`src/rtl/card_draw_sequencer.sv`:
```
// rtl/card_draw_sequencer.sv - card print sequencer: command FIFO, hand slot allocation, write/waitrequest initiator
//
// Accepts clear/deal commands through a valid/ready FIFO. Each card gets the next slot in the
// dealer or player hand. One print request goes out per command and is held until accepted.
//
// Optional feature macro: HOLE_CARD_EN (dealer slot 1 drawn face down, revealed on a reveal pulse).
//
// Ports:
//   clk, rst_n                    clock, synchronous active-low reset
//   reveal                        (HOLE_CARD_EN only) single-cycle pulse to flip the hole card
//   cmd_valid/cmd_ready           command handshake; cmd_ready = !full
//   cmd_clear/cmd_dealer/cmd_card command fields
//   write/init/card/orig          print request, held stable while waitrequest=1
//   waitrequest                   printer busy
//   busy                          FIFO non-empty or request outstanding
//   dealer_count/player_count     cards placed per hand
//   overflow                      sticky: a card was dropped because its hand was full
module card_draw_sequencer #(
    parameter int DEPTH     = 4,
    parameter int MAX_SLOTS = 12,
    parameter int X_BASE    = 4,
    parameter int X_STEP    = 12,
    parameter int DEALER_Y  = 20,
    parameter int PLAYER_Y  = 80
) (
    input  logic        clk,
    input  logic        rst_n,
`ifdef HOLE_CARD_EN
    input  logic        reveal,
`endif
    input  logic        cmd_valid,
    output logic        cmd_ready,
    input  logic        cmd_clear,
    input  logic        cmd_dealer,
    input  logic [5:0]  cmd_card,
    output logic        write,
    output logic        init,
    output logic [5:0]  card,
    output logic [14:0] orig,
    input  logic        waitrequest,
    output logic        busy,
    output logic [3:0]  dealer_count,
    output logic [3:0]  player_count,
    output logic        overflow
);
    localparam int          AW       = $clog2(DEPTH);
    localparam logic [AW:0] FULL_CNT = (AW+1)'(DEPTH);
    localparam logic [3:0]  MAX_CNT  = 4'(MAX_SLOTS);
    localparam logic [7:0]  XB       = 8'(X_BASE);
    localparam logic [7:0]  XS       = 8'(X_STEP);
    localparam logic [6:0]  DY       = 7'(DEALER_Y);
    localparam logic [6:0]  PY       = 7'(PLAYER_Y);

    typedef enum logic {S_IDLE, S_ISSUE} state_t;
    state_t state_q, state_d;

    logic [7:0]    mem_q [DEPTH];
    logic [AW-1:0] wr_ptr_q, rd_ptr_q;
    logic [AW:0]   cnt_q, cnt_d;
    logic          push, pop;

    logic        write_q, write_d, init_q, init_d;
    logic [5:0]  card_q, card_d;
    logic [14:0] orig_q, orig_d;
    logic [3:0]  dealer_count_q, dealer_count_d, player_count_q, player_count_d;
    logic        overflow_q, overflow_d, cmd_ready_q, cmd_ready_d, busy_q, busy_d;

    // Head-of-queue decode
    logic [7:0] head;
    logic       head_clear, head_dealer, fifo_empty, hand_room, start_issue;
    logic [3:0] hand_cnt;
    logic [7:0] slot_x;
    logic [6:0] hand_y;

`ifdef HOLE_CARD_EN
    logic       reveal_pending_q, reveal_pending_d;
    logic       reveal_issue_q, reveal_issue_d;
    logic [5:0] hole_q, hole_d;
`endif

    assign push        = cmd_valid && cmd_ready_q;
    assign head        = mem_q[rd_ptr_q];
    assign head_clear  = head[7];
    assign head_dealer = head[6];
    assign fifo_empty  = (cnt_q == '0);
    assign hand_cnt    = head_dealer ? dealer_count_q : player_count_q;
    assign hand_room   = hand_cnt < MAX_CNT;
    assign slot_x      = XB + 8'(hand_cnt) * XS;
    assign hand_y      = head_dealer ? DY : PY;
`ifdef HOLE_CARD_EN
    assign start_issue = reveal_pending_q || (!fifo_empty && (head_clear || hand_room));
`else
    assign start_issue = !fifo_empty && (head_clear || hand_room);
`endif

    // FIFO storage carries no reset; pointers and count define validity
    always_ff @(posedge clk) begin
        if (push) mem_q[wr_ptr_q] <= {cmd_clear, cmd_dealer, cmd_card};
    end

    always_comb begin
        case ({push, pop})
            2'b10:   cnt_d = cnt_q + 1'b1;
            2'b01:   cnt_d = cnt_q - 1'b1;
            default: cnt_d = cnt_q;
        endcase
    end

    // State register plus all registered outputs
    always_ff @(posedge clk) begin
        if (!rst_n) begin
            state_q        <= S_IDLE;
            wr_ptr_q       <= '0;
            rd_ptr_q       <= '0;
            cnt_q          <= '0;
            write_q        <= 1'b0;
            init_q         <= 1'b0;
            card_q         <= '0;
            orig_q         <= '0;
            dealer_count_q <= '0;
            player_count_q <= '0;
            overflow_q     <= 1'b0;
            cmd_ready_q    <= 1'b1;
            busy_q         <= 1'b0;
`ifdef HOLE_CARD_EN
            reveal_pending_q <= 1'b0;
            reveal_issue_q   <= 1'b0;
            hole_q           <= '0;
`endif
        end else begin
            state_q        <= state_d;
            if (push) wr_ptr_q <= wr_ptr_q + 1'b1;
            if (pop)  rd_ptr_q <= rd_ptr_q + 1'b1;
            cnt_q          <= cnt_d;
            write_q        <= write_d;
            init_q         <= init_d;
            card_q         <= card_d;
            orig_q         <= orig_d;
            dealer_count_q <= dealer_count_d;
            player_count_q <= player_count_d;
            overflow_q     <= overflow_d;
            cmd_ready_q    <= cmd_ready_d;
            busy_q         <= busy_d;
`ifdef HOLE_CARD_EN
            reveal_pending_q <= reveal_pending_d;
            reveal_issue_q   <= reveal_issue_d;
            hole_q           <= hole_d;
`endif
        end
    end

    // Next-state logic
    always_comb begin
        state_d = state_q;
        case (state_q)
            S_IDLE:  if (start_issue) state_d = S_ISSUE;
            S_ISSUE: if (!waitrequest) state_d = S_IDLE;
            default: state_d = S_IDLE;
        endcase
    end

    // Output / datapath next values
    always_comb begin
        pop            = 1'b0;
        write_d        = write_q;
        init_d         = init_q;
        card_d         = card_q;
        orig_d         = orig_q;
        dealer_count_d = dealer_count_q;
        player_count_d = player_count_q;
        overflow_d     = overflow_q;
`ifdef HOLE_CARD_EN
        reveal_pending_d = reveal_pending_q;
        reveal_issue_d   = reveal_issue_q;
        hole_d           = hole_q;
        if (reveal && dealer_count_q >= 4'd2) reveal_pending_d = 1'b1;
`endif
        case (state_q)
            S_IDLE: begin
                write_d = 1'b0;
`ifdef HOLE_CARD_EN
                reveal_issue_d = 1'b0;
                if (reveal_pending_q) begin
                    init_d         = 1'b0;
                    card_d         = hole_q;
                    orig_d         = {XB + XS, DY};
                    write_d        = 1'b1;
                    reveal_issue_d = 1'b1;
                end else
`endif
                if (!fifo_empty) begin
                    if (head_clear) begin
                        init_d  = 1'b1;
                        card_d  = '0;
                        orig_d  = '0;
                        write_d = 1'b1;
                    end else if (hand_room) begin
                        init_d  = 1'b0;
                        card_d  = head[5:0];
                        orig_d  = {slot_x, hand_y};
                        write_d = 1'b1;
`ifdef HOLE_CARD_EN
                        // Second dealer card goes out face down; keep the real one
                        if (head_dealer && dealer_count_q == 4'd1) begin
                            card_d = {4'd14, head[1:0]};
                            hole_d = head[5:0];
                        end
`endif
                    end else begin
                        pop        = 1'b1;
                        overflow_d = 1'b1;
                    end
                end
            end
            S_ISSUE: begin
                if (!waitrequest) begin
                    write_d = 1'b0;
`ifdef HOLE_CARD_EN
                    if (reveal_issue_q) reveal_pending_d = 1'b0;
                    else
`endif
                    begin
                        pop = 1'b1;
                        if (head_clear) begin
                            dealer_count_d = '0;
                            player_count_d = '0;
                            overflow_d     = 1'b0;
`ifdef HOLE_CARD_EN
                            reveal_pending_d = 1'b0;
`endif
                        end else if (head_dealer) begin
                            dealer_count_d = dealer_count_q + 4'd1;
                        end else begin
                            player_count_d = player_count_q + 4'd1;
                        end
                    end
                end
            end
            default: write_d = 1'b0;
        endcase
    end

    assign cmd_ready_d = (cnt_d != FULL_CNT);
    assign busy_d      = (cnt_d != '0) || write_d;

    assign write        = write_q;
    assign init         = init_q;
    assign card         = card_q;
    assign orig         = orig_q;
    assign dealer_count = dealer_count_q;
    assign player_count = player_count_q;
    assign overflow     = overflow_q;
    assign cmd_ready    = cmd_ready_q;
    assign busy         = busy_q;
endmodule

```
`config.mk`:
```
export PLATFORM = sky130hd
export DESIGN_NAME = card_draw_sequencer
export DESIGN_NICKNAME = d
export VERILOG_FILES = /design/src/rtl/card_draw_sequencer.sv
export SDC_FILE = /design/constraint.sdc
export NUM_CORES = 1
export LEC_CHECK = 0
export ABC_AREA = 1
export ABC_CLOCK_PERIOD_IN_PS = 5400
export CORE_ASPECT_RATIO = 1.75
export CORE_MARGIN = 2
export CORE_UTILIZATION = 40
export CTS_BUF_LIST = sky130_fd_sc_hd__clkbuf_4
export CTS_CLUSTER_SIZE = 8
export DETAILED_ROUTE_END_ITERATION = 7
export PLACE_DENSITY_LB_ADDON = 0.1
export SYNTH_ARGS = -nofsm -noshare
export SYNTH_HDL_FRONTEND = slang
export SYNTH_SLANG_ARGS = --single-unit
```
`constraint.sdc`:
```
create_clock -name clk -period 5.4 [get_ports clk]
set_clock_uncertainty 0.15 [all_clocks]
set_input_delay 1.08 -clock clk [delete_from_list [all_inputs] [get_ports clk]]
set_output_delay 1.08 -clock clk [all_outputs]
set_load 0.01 [all_outputs]
```
# ---- After elaboration in Yosys (flattened, before gate mapping)
# Memories as Yosys holds them, arrays and structs flattened. A register that Yosys moved wholly into a read port is not among the register bits.
# Cells that the tools add are included.
dict set report word_totals {
  reg_bits 42
  mem_bits_rw 32
  output_inout_bits 34
  wordCells 84
  n_memories 1
}
# memory depth word_bits rd rd_ports_with_merged_regs write_ports line
set mem_list {}
lappend mem_list {mem_q 4 8 1 1 1 57} ;# logic [7:0] mem_q [DEPTH];
dict set report classes {
  addsub 7
  multipliers 1
  order_cmp 1
  eq_ne 9
  muxes 36
  bitwise_logic 3
  reduce_logical 13
}
# op count
set ops {}
lappend ops {{15-bit two-way mux} 2}
lappend ops {{4-bit two-way mux} 5}
lappend ops {{1-bit two-way mux} 19}
lappend ops {{6-bit two-way mux} 2}
lappend ops {{3-bit AND reduction} 3}
lappend ops {{3-bit by 8-bit adder with 8-bit output, first input constant} 1}
lappend ops {{4-bit by 1-bit adder with 4-bit output, second input constant} 2}
lappend ops {{2-bit != test, second input constant} 4}
lappend ops {{1-bit case mux with 2 select lines} 4}
lappend ops {{7-bit two-way mux} 1}
lappend ops {{4-bit by 2-bit multiplier with 6-bit output, second input constant} 1}
lappend ops {{3-bit case mux with 2 select lines} 1}
lappend ops {{5-bit AND reduction} 1}
lappend ops {{2-bit by 1-bit adder with 2-bit output, second input constant} 2}
lappend ops {{4-bit < comparator, second input constant} 1}
lappend ops {{2-bit two-way mux} 2}
lappend ops {{2-bit by 1-bit != test with 1-bit output, second input constant} 2}
lappend ops {{2-bit nonzero test} 2}
lappend ops {{3-bit by 1-bit adder with 3-bit output, second input constant} 1}
lappend ops {{3-bit logical NOT} 1}
lappend ops {{3-bit != test, second input constant} 1}
lappend ops {{1-bit NOT} 3}
lappend ops {{3-bit nonzero test} 1}
lappend ops {{3-bit by 1-bit subtractor with 3-bit output, second input constant} 1}
lappend ops {{5 further kinds} 7}

# ---- Longest topological paths before layout
# Gate-level depths: netlist of run 1.
dict set report logic_depth {
  word_depth 10
  ltp_mapped 21
}

# ---- Least setup slack after synthesis of run 1
# OpenSTA, ideal clock, no wires.
dict set report synth_path {
  kind {register to register}
  from {register (tool-made name)}
  to {register cmd_ready_q, in the netlist cmd_ready}
  setup_ps 128
  arrival_ps 3053
  required_ps 5122
  path_slack_ps 2069
  stages_incl_launch_ff 21
  period_less_slack_ps 3331
  path_cell_list {dfxtp_1 -> buf_4 -> inv_4 -> nand2_1 -> nand3_1 -> nand2_2 -> o21ai_0 -> ha_1 -> inv_1 -> nor2_2 -> nand2_1 -> nand2_1 -> ha_1 -> inv_1 -> fa_1 -> a21oi_1 -> o21ai_0 -> xor2_1 -> inv_1 -> nor2_1 -> nand3_1}
}
# item line
set synth_rtl {}
lappend synth_rtl {{end signal: assignment} 142} ;# cmd_ready_q <= cmd_ready_d;
lappend synth_rtl {{end: declaration} 66} ;# logic overflow_q, overflow_d, cmd_ready_q, cmd_ready_d, busy_q, busy_d;

==> results of run 1 <==
layer usage:
metal,vias up,track usage,part of all wire
met1,1071,0.166,0.37
met3,18,0.0504,0.040
met2,50,0.305,0.56
met5,-,0,0
met4,0,0.0986,0.031
li1,1168,-,-
kinds of logic after synthesis:
kind of cell | share of synthesized area
AOI/OAI and AO/OA | 0.105
xor gates and xnor gates | 0.0171
other | 0.00122
adders and majority gates | 0.0618
DFF | 0.560
buffers and inverters | 0.0744
and+or+nand+nor | 0.181
power by group:
group / switching (uW) / leakage (uW) / internal [uW]
Combinational: 205 / 0.000709 / 138
Clock: 191 / 0.0000731 / 138
Sequential: 40.8 / 0.000603 / 616
Total: 437 / 0.00139 / 892
through the flow:
step | cell area, sq um | worst slack (ns) | util | cells
after global placement | 3510 | 1.58 | 0.467 | 446
after global routing | 3640 | 0.991 | 0.485 | 462
after detailed placement | 3510 | 1.47 | 0.467 | 446
final | 3640 | 1.44 | 0.485 | 462
after CTS | 3640 | 1.44 | 0.485 | 462
after floorplan | 3090 | 2.07 | - | 332
state kept, by name (all words and copies together), names as in the netlist, named ones only:
| register | count |
|---|---|
| player_count | 4 |
| orig | 9 |
| init | 1 |
| rd_ptr_q | 2 |
| cnt_q | 3 |
| mem_q | 32 |
| write | 1 |
| dealer_count | 4 |
| busy | 1 |
| overflow | 1 |
| wr_ptr_q | 2 |
| state_q | 1 |
| card | 6 |
| cmd_ready | 1 |
cell type report:
class                      count  share of cell area
timing repair buffer          39               0.107
tap                           88              0.0302
clock buffer                   9              0.0185
inverter                      38              0.0398
clock inverter                 7              0.0179
multi-input combinational    211               0.314
sequential                    70               0.473
layout by cell type, fill, tap and decap left out, types with 2 or more instances in the layout:
cell type	count
nand4_1	3
edfxtp_1	32
clkbuf_4	9
nand2_1	55
a21oi_1	27
nor3_1	3
xor2_1	4
a211oi_1	3
dfxtp_1	38
o21ai_0	23
xnor2_1	2
nand2_2	3
inv_1	33
conb_1	6
clkinv_2	3
nor2_1	29
clkinv_1	2
fa_1	2
inv_2	3
o22ai_1	7
nand3_2	2
nor3b_1	2
ha_1	12
clkdlybuf4s50_1	39
nand3_1	22
final timing paths:
path | start | to | slack [ns] | depth (start not counted)
setup / recovery | flip-flop | cmd_ready | 1.44 | 18
hold / removal | card[0] | card[0] | 0.32 | 2
setup reg to reg | flip-flop | cmd_ready | 1.44 | 18
hold reg to reg | card[0] | card[0] | 0.32 | 2
tightest hold or removal path: cells and delay by family, from the launching register on:
| family | cells | cell delay (ns) |
|---|---|---|
| flops | 1 | 0.33 |
| simple gates | 1 | 0.06 |
| compound gates | 1 | 0.05 |
==> metrics.md, run 1 <==
| Metric | Value |
|---|---|
| Status | finished clean |
| Crit start category | flip-flop |
| PnR Total Power | ~1300 uW |
| Synth cell count leaders | nand2_1, dfxtp_1, inv_1 |
| Seq cells post-synth | 70 |
| CORE AREA | between 0.007 and 0.008 sq mm |
| Worst Path Arrival | between 4 and 5 ns |
| Synthesized area | just over 0.003 sq mm |
| PostCTS Resize Cnt | 0 |
| Worst slew pin tran | 0.794 ns |
| Initial antenna violation count | 0 |
| RSZ-0062 raised after global routing | false |
| Final setup viols | 0 |
| Number of enable flip-flop cells after synthesis | 32 |
| Final count of hold timing violations | 0 |
| H-tree levels | 3 |
| Most numerous cell in the Yosys netlist | nand2_1 |
| Multi-input logic area | about 0.0011 sq mm |
| GPL Wtd Cong | 0.850 |
| Initial DRC Count | roughly 180 |
| Vias | about 2300 |
| Dpl hpwl | between 4 and 5 mm |
| Drt first pass iters | 4 |
| Mapped Avg Cell Area | about 9.4 sq um |
| Crit path buffers/inverters | 3 |
| Postcts setup bufs | 0 |
| Area growth, synth to finish | 18.5% |
| Synth top area share | 0.312 |
| Filler instances | roughly 740 |
| Die Span X | 70.3 microns |
| Pins over their slew limit | 0 |
| CTS Hold Buffers Added | 0 |
| Diode count | 0 |
| Max_cap viols | 0 |
| Final Hold Slack | ~0.32 ns |
| Hold Path Class | reg -> reg |
| Mapped Cells | 327 |
| Die footprint | 0.00843 sq mm |
| Die H | 120 microns |
| Avg WL per Cell | 14.1 microns |
| Initial core utilization | 0.409 |
| Max-slew headroom | 0.469 |
| Worst-Skew Late Latency | ~0.43 ns |
| Critical path's slowest cell | dfxtp_1 |
| Antenna-violating nets left | 0 |
| Critical-path cell list | nand2_1, nand3_1, nand2_2, o21ai_0, ha_1, inv_1, nor2_2, nand2_1, nand2_1, ha_1, inv_1, fa_1, a21oi_1, o21ai_0, xor2_1, inv_1, nor2_1, nand3_1 |
| Layout cells sized above 1 | 0.0695 |
| Fmax | ~250 MHz |
| Core Rows | 42 |
| Peak per-stage delay on the critical path | a little under 0.7 ns |
| Largest cells by area after synthesis | edfxtp_1, dfxtp_1, nand2_1 |
| Register area share after synthesis | 0.560 |
| Cell Pwr Density | ~360 mW/mm^2 |
| Ports | between 40 and 50 |
| TritonCTS Buffers | 9 |
| CTS max path bufs | 2 |
| Reg clk slew, reported paths | around 0.12 ns |
| Setup TNS | 0 ns |
| PortBufs | 39 |
| Clk sinks | 70 |
| DR vias/cell | about 5 |
| First-pass GRT wire length | between 10 and 15 mm |
| CP Data Required Time | about 5.6 ns |
| Clk root buf | clkbuf_4 |
| Syn. warnings | 0 |
| GRT Resource Usage Total | 0.169 |
| Fin nets | slightly below 400 |
| Synth cell types | 33 |
| Ys async rst share | 0 |
| # DRC | 0 |
| Reg area | about 0.0017 sq mm |
| Leakage dissipation | ~0.0014 uW |
| Total Wirelength | 6.51 mm |
| Worst VDD drop | about 0.16 mV |
| Critical-path maximum fanout | 17 |
| Largest net degree at the start of global routing | 28 |
| Vias in the first global route | 2275 |
| Total gr overflow | 0 |
| Synth area leader | edfxtp_1 |
| Main synth FF type | dfxtp_1 |
| Period utilisation layout | 0.732 |
| CTS tree | done |
| Crit. End Element | flip-flop |
| Critical path type | reg -> reg |
| Final critical-path required period | 3.96 ns |
| Critical path's top delay family | simple AND/OR/NAND/NOR gates |
No activity file was read; power rests on OpenSTA's default activity.
==> run 2: changes to the inputs <==
--- a/config.mk
+++ b/config.mk
@@ -6,7 +6,7 @@
 export NUM_CORES = 1
 export LEC_CHECK = 0
 export ABC_AREA = 1
-export ABC_CLOCK_PERIOD_IN_PS = 5400
+export ABC_CLOCK_PERIOD_IN_PS = 3700
 export CORE_ASPECT_RATIO = 1.75
 export CORE_MARGIN = 2
 export CORE_UTILIZATION = 40
==> constraint.sdc (replaced) <==
create_clock -name clk -period 3.7 [get_ports clk]
set_clock_uncertainty 0.15 [all_clocks]
set_input_delay 0.74 -clock clk [delete_from_list [all_inputs] [get_ports clk]]
set_output_delay 0.74 -clock clk [all_outputs]
set_load 0.01 [all_outputs]
==> run 2 against run 1 <==
- cell area increased by 2.6%
- register-to-register slack worse by 0.94 ns
- cell count grew 1.9%
- sequential share of layout area decreased by 1.2 points
- sequential cell count stayed put
- critical path depth up 2
- die area did not move
- via count increased by 0.69%
- total power grew 52%
- setup slack worse by 0.94 ns
- critical endpoint unchanged
- highest routed layer unchanged
==> metrics.md, run 2 (same netlist as run 1, synthesis figures left out) <==
| Metric | Value |
|---|---|
| RSZ-0062 raised after global routing | false |
| CORE AREA | around 0.0075 sq mm |
| Hold Path Class | reg -> reg |
| Max_cap viols | 0 |
| Total Wirelength | 6.59 mm |
| CTS tree | done |
| Crit path buffers/inverters | 4 |
| Critical-path cell list | inv_4, nand2_1, nand3_2, nand2_4, nand2_1, o21ai_1, ha_1, inv_1, nor2_2, nand2_1, nand2_1, ha_1, inv_1, fa_1, a21oi_1, o21ai_0, xor2_1, inv_1, nor2_1, nand3_1 |
| Worst-Skew Late Latency | between 0.4 and 0.5 ns |
| Drt first pass iters | 6 |
| Initial core utilization | 0.409 |
| Final Hold Slack | between 0.3 and 0.4 ns |
| PortBufs | 39 |
| Leakage dissipation | about 0.0014 uW |
| CTS Hold Buffers Added | 0 |
| Crit. End Element | flip-flop |
| End of the worst hold path | card[4] |
| Final Util | 0.497 |
| Clk root buf | clkbuf_4 |
| Area growth, synth to finish | 21.5% |
| Worst slew pin tran | approximately 0.80 ns |
| Max-slew headroom | 0.463 |
| # DRC | 0 |
| TritonCTS Buffers | 9 |
| Ports | 46 |
| Antenna-violating nets left | 0 |
| R2R cell count | 20 |
| Die footprint | 0.00843 sq mm |
| Dpl hpwl | about 4.9 mm |
| Commonest cells after routing, fill and taps aside | nand2_1, clkdlybuf4s50_1, dfxtp_1 |
| Status | finished clean |
| CTS max path bufs | 2 |
| Crit start category | flip-flop |
| First-pass GRT wire length | around 11 mm |
| Final setup viols | 0 |
| DR vias/cell | 4.93 |
| Reg clk slew, reported paths | between 0.1 and 0.15 ns |
| Largest net degree at the start of global routing | 28 |
| Max reg flops | 32 |
| Commonest non-fill, non-tap cell in the layout | nand2_1 |
| Core Rows | 42 |
| Fin nets | between 400 and 500 |
| Worst VDD drop | ~0.24 mV |
| Critical path's top delay family | simple AND/OR/NAND/NOR gates |
| Clk sinks | 70 |
| Number of instances in the placed design | approximately 450 |
| Non-filler cells, final | between 400 and 500 |
| Critical path's slowest cell | dfxtp_1 |
| Period utilisation layout | 0.865 |
| Cell Pwr Density | roughly 540 mW/mm^2 |
| Die H | around 120 microns |
| Vias in the first global route | around 2300 |
| Hold depth | 2 |
| FF-to-FF setup slack | between 0.4 and 0.5 ns |
| Filler instances | about 750 |
| GRT Resource Usage Total | 0.171 |
| Initial DRC Count | roughly 150 |
| Hold path startpoint | card[4] |
| Setup TNS | 0 ns |
| Vias | approximately 2300 |
| Fmax | 312 MHz |
| Initial antenna violation count | 1 |
| Worst Path Arrival | between 3 and 4 ns |
| CP Data Required Time | a little under 4 ns |
| Cell mode on critical path | nand2_1 |
| Most flop-heavy register | mem_q |
| Final count of hold timing violations | 0 |
| Final critical-path required period | roughly 3.2 ns |
| PnR Total Power | between 2000 and 2500 uW |
| Total gr overflow | 0 |
| Critical-path maximum fanout | 9 |
| Postcts setup bufs | 0 |
| Critical path type | reg -> reg |
| Capturing point of the worst reg2reg path | cmd_ready |
| Die Span X | between 70 and 80 microns |
| H-tree levels | 3 |
| Pins over their slew limit | 0 |
| Peak per-stage delay on the critical path | between 0.4 and 0.5 ns |
| Avg WL per Cell | about 14 microns |
| GPL Wtd Cong | between 0.8 and 0.9 |
| Layout cells sized above 1 | 0.0916 |
-- run 2: tightest hold or removal path: cells and delay by family, from the launching register on --
family	cells	cell delay (ns)
AND/OR/NAND/NOR	1	0.06
AO/OA/AOI/OAI	1	0.05
flip-flops	1	0.32
-- run 2: area by class of cell --
cell class              count  area, sq um  share of cell area
clock inverters             6         77.6              0.0208
diodes                      1         2.50            0.000670
flip-flops and latches     70         1720               0.461
inverters                  38          145              0.0388
multi-input cells         211         1150               0.309
clock buffers              10         75.1              0.0201
well taps                  88          110              0.0295
repair buffers             47          450               0.121
-- run 2: through the flow --
step | area [sq um] | worst slack (ns)
floorplan | 3090 | 0.369
global placement | 3570 | 0.509
detailed placement | 3570 | 0.387
CTS | 3720 | 0.360
global route | 3740 | 0.106
finish | 3740 | 0.500
-- run 2: per-layer routing --
metal	up-vias	part of all wire	track usage
li1	1186	-	-
met1	1074	0.38	0.177
met2	49	0.55	0.310
met3	14	0.041	0.0479
met4	0	0.025	0.0817
met5	-	0	0
-- run 2: how the worst max path moves through the flow --
stage / endpoint / slack [ns] / cells after the start
4_1_cts: cmd_ready / 0.36 / 18
2_1_floorplan: cmd_ready / 0.37 / 20
6_report: cmd_ready / 0.50 / 20
3_3_place_gp: cmd_ready / 0.51 / 18
5_1_grt: cmd_ready / 0.11 / 20
3_5_place_dp: cmd_ready / 0.39 / 18
-- run 2: power breakdown --
group | switching (uW) | internal, uW | total [uW] | leakage (uW)
Combinational | 313 | 211 | 524 | 0.000750
Sequential | 50.5 | 899 | 950 | 0.000604
Clock | 264 | 275 | 540 | 0.0000852
-- run 2: what timing repair did --
item                                    4_1_cts  5_1_grt
gates resized for setup                       0        4
endpoints found under the hold margin         0        0
endpoints found under the setup margin        0        2
==> run 3: changes to the inputs <==
--- a/config.mk
+++ b/config.mk
@@ -13,7 +13,7 @@
 export CTS_BUF_LIST = sky130_fd_sc_hd__clkbuf_4
 export CTS_CLUSTER_SIZE = 8
 export DETAILED_ROUTE_END_ITERATION = 7
-export PLACE_DENSITY_LB_ADDON = 0.1
+export PLACE_DENSITY = 0.68
 export SYNTH_ARGS = -nofsm -noshare
 export SYNTH_HDL_FRONTEND = slang
 export SYNTH_SLANG_ARGS = --single-unit
==> run 3 against run 2 <==
- die area unchanged
- non-clock buffer count down 2
- first-iteration DRC count grew 21%
- sequential cell count unchanged
- core utilization increased by 0.57 points
- critical path depth did not move
- hold slack improved by 0.0042 ns
- critical path type unchanged
- largest power group unchanged
- highest routed layer unchanged
==> metrics.md, run 3 (same netlist as run 1, synthesis figures left out) <==
| Metric | Value |
|---|---|
| Fin nets | 401 |
| Final count of hold timing violations | 0 |
| Critical path type | reg -> reg |
| Area growth, synth to finish | 22.9% |
| CP Data Required Time | roughly 3.9 ns |
| Period utilisation layout | 0.887 |
| Largest net degree at the start of global routing | 28 |
| Final critical-path required period | ~3.3 ns |
| FF-to-FF setup slack | between 0.4 and 0.5 ns |
| CTS Hold Buffers Added | 0 |
| Final Util | 0.503 |
| Final Hold Slack | between 0.3 and 0.4 ns |
| CORE AREA | about 0.0075 sq mm |
| Status | finished clean |
| Cell Pwr Density | roughly 570 mW/mm^2 |
| Antenna-violating nets left | 0 |
| Max-slew headroom | 0.485 |
| Max reg flops | 32 |
| Critical path's slowest cell | dfxtp_2 |
| Hold Path Class | reg -> reg |
| TritonCTS Buffers | 9 |
| End of the worst hold path | orig[11] |
| Clk sinks | 70 |
| H-tree levels | 3 |
| Crit start category | flip-flop |
| Critical-path maximum fanout | 16 |
| Hold depth | 2 |
| Worst Path Arrival | around 3.5 ns |
| Pins over their slew limit | 0 |
| Total Wirelength | a little over 6 mm |
| Worst slew pin tran | between 0.7 and 0.8 ns |
| CTS tree | done |
| Reg clk slew, reported paths | ~0.11 ns |
| Crit path buffers/inverters | 4 |
| First-pass GRT wire length | between 10 and 15 mm |
| Die H | roughly 120 microns |
| Vias | roughly 2400 |
| Die Span X | approximately 70 microns |
| Total gr overflow | 0 |
| PnR Total Power | between 2000 and 2500 uW |
| Peak per-stage delay on the critical path | slightly below 0.4 ns |
| GRT Resource Usage Total | 0.161 |
| Initial core utilization | 0.409 |
| Non-filler cells, final | between 400 and 500 |
| RSZ-0062 raised after global routing | false |
| Clk root buf | clkbuf_4 |
| # DRC | 0 |
| Final setup viols | 0 |
| Core Rows | 42 |
| Filler instances | 681 |
| Setup TNS | 0 ns |
| Die footprint | approximately 0.0084 sq mm |
| Hold path startpoint | orig[11] |
| Ports | 46 |
| Max_cap viols | 0 |
| Worst VDD drop | about 0.24 mV |
| Commonest non-fill, non-tap cell in the layout | nand2_1 |
| Initial DRC Count | approximately 180 |
| Critical path's top delay family | simple AND/OR/NAND/NOR gates |
| Commonest cells after routing, fill and taps aside | nand2_1, clkdlybuf4s50_1, dfxtp_1 |
| Critical-path cell list | inv_4, nand2_1, nand3_2, nand2_4, nand2_1, o21ai_1, ha_2, inv_1, nor2_2, nand2_1, nand2_2, ha_1, inv_1, fa_1, a21oi_1, o21ai_0, xor2_1, inv_1, nor2_1, nand3_1 |
| DR vias/cell | roughly 5 |
| Layout cells sized above 1 | 0.0974 |
| R2R cell count | 20 |
| Leakage dissipation | 0.00145 uW |
| Vias in the first global route | ~2200 |
| Avg WL per Cell | between 10 and 15 microns |
| Drt first pass iters | 5 |
| Crit. End Element | flip-flop |
| Worst-Skew Late Latency | about 0.44 ns |
| Dpl hpwl | 4.69 mm |
| Capturing point of the worst reg2reg path | cmd_ready |
| Fmax | between 300 and 400 MHz |
| Most flop-heavy register | mem_q |
| PortBufs | 39 |
| Initial antenna violation count | 1 |
| GPL Wtd Cong | just over 0.9 |
| CTS max path bufs | 2 |
| Number of instances in the placed design | 451 |
==> run 3: cell type report <==
type / instances / area, sq um / area share
sequential: 70 / 1720 / 0.456
multi-input combinational: 211 / 1160 / 0.307
timing repair buffer: 45 / 435 / 0.115
inverter: 38 / 145 / 0.0384
clock inverter: 7 / 136 / 0.0361
tap: 88 / 110 / 0.0291
clock buffer: 9 / 67.6 / 0.0179
antenna: 1 / 2.50 / 0.000662
==> run 3: what timing repair did <==
item,4_1_cts,5_1_grt
gates resized for setup,0,7
buffers inserted,0,1
endpoints found under the setup margin,0,3
==> run 3: report_power, final <==
part	total, uW	internal, uW	switching [uW]
combinational	527	211	315
clock	678	406	271
sequential	952	900	52.3
==> run 3: layer usage <==
metal	up-vias	global-route usage	wire length, microns
met3	20	0.0479	284
met4	0	0.0769	218
met5	-	0	0
met2	74	0.296	3430
met1	1071	0.160	2300
li1	1187	-	-
==> run 3: metrics by stage <==
| step | setup WS [ns] | cell area (sq um) |
|---|---|---|
| floorplan | 0.369 | 3090 |
| global placement | 0.444 | 3550 |
| detailed placement | 0.228 | 3550 |
| CTS | 0.203 | 3750 |
| global route | 0.0112 | 3780 |
| finish | 0.417 | 3780 |
==> run 3: worst max path at each step <==
stage          slack (ns)         to  startpoint  cells after the start
2_1_floorplan        0.37  cmd_ready   flip-flop                     20
3_3_place_gp         0.44  cmd_ready   flip-flop                     18
3_5_place_dp         0.23  cmd_ready   flip-flop                     18
4_1_cts              0.20  cmd_ready   flip-flop                     19
5_1_grt              0.01  cmd_ready   flip-flop                     20
6_report             0.42  cmd_ready   flip-flop                     20
==> run 3: worst register-to-register path: stages (launching register included) <==
cell and delay (ns):
dfxtp_2 0.39, inv_4 0.09, nand2_1 0.09, nand3_2 0.13, nand2_4 0.13, nand2_1 0.06, o21ai_1 0.13, ha_2 0.22
inv_1 0.07, nor2_2 0.17, nand2_1 0.10, nand2_2 0.11, ha_1 0.15, inv_1 0.07, fa_1 0.38, a21oi_1 0.14
o21ai_0 0.11, xor2_1 0.23, inv_1 0.07, nor2_1 0.11, nand3_1 0.07
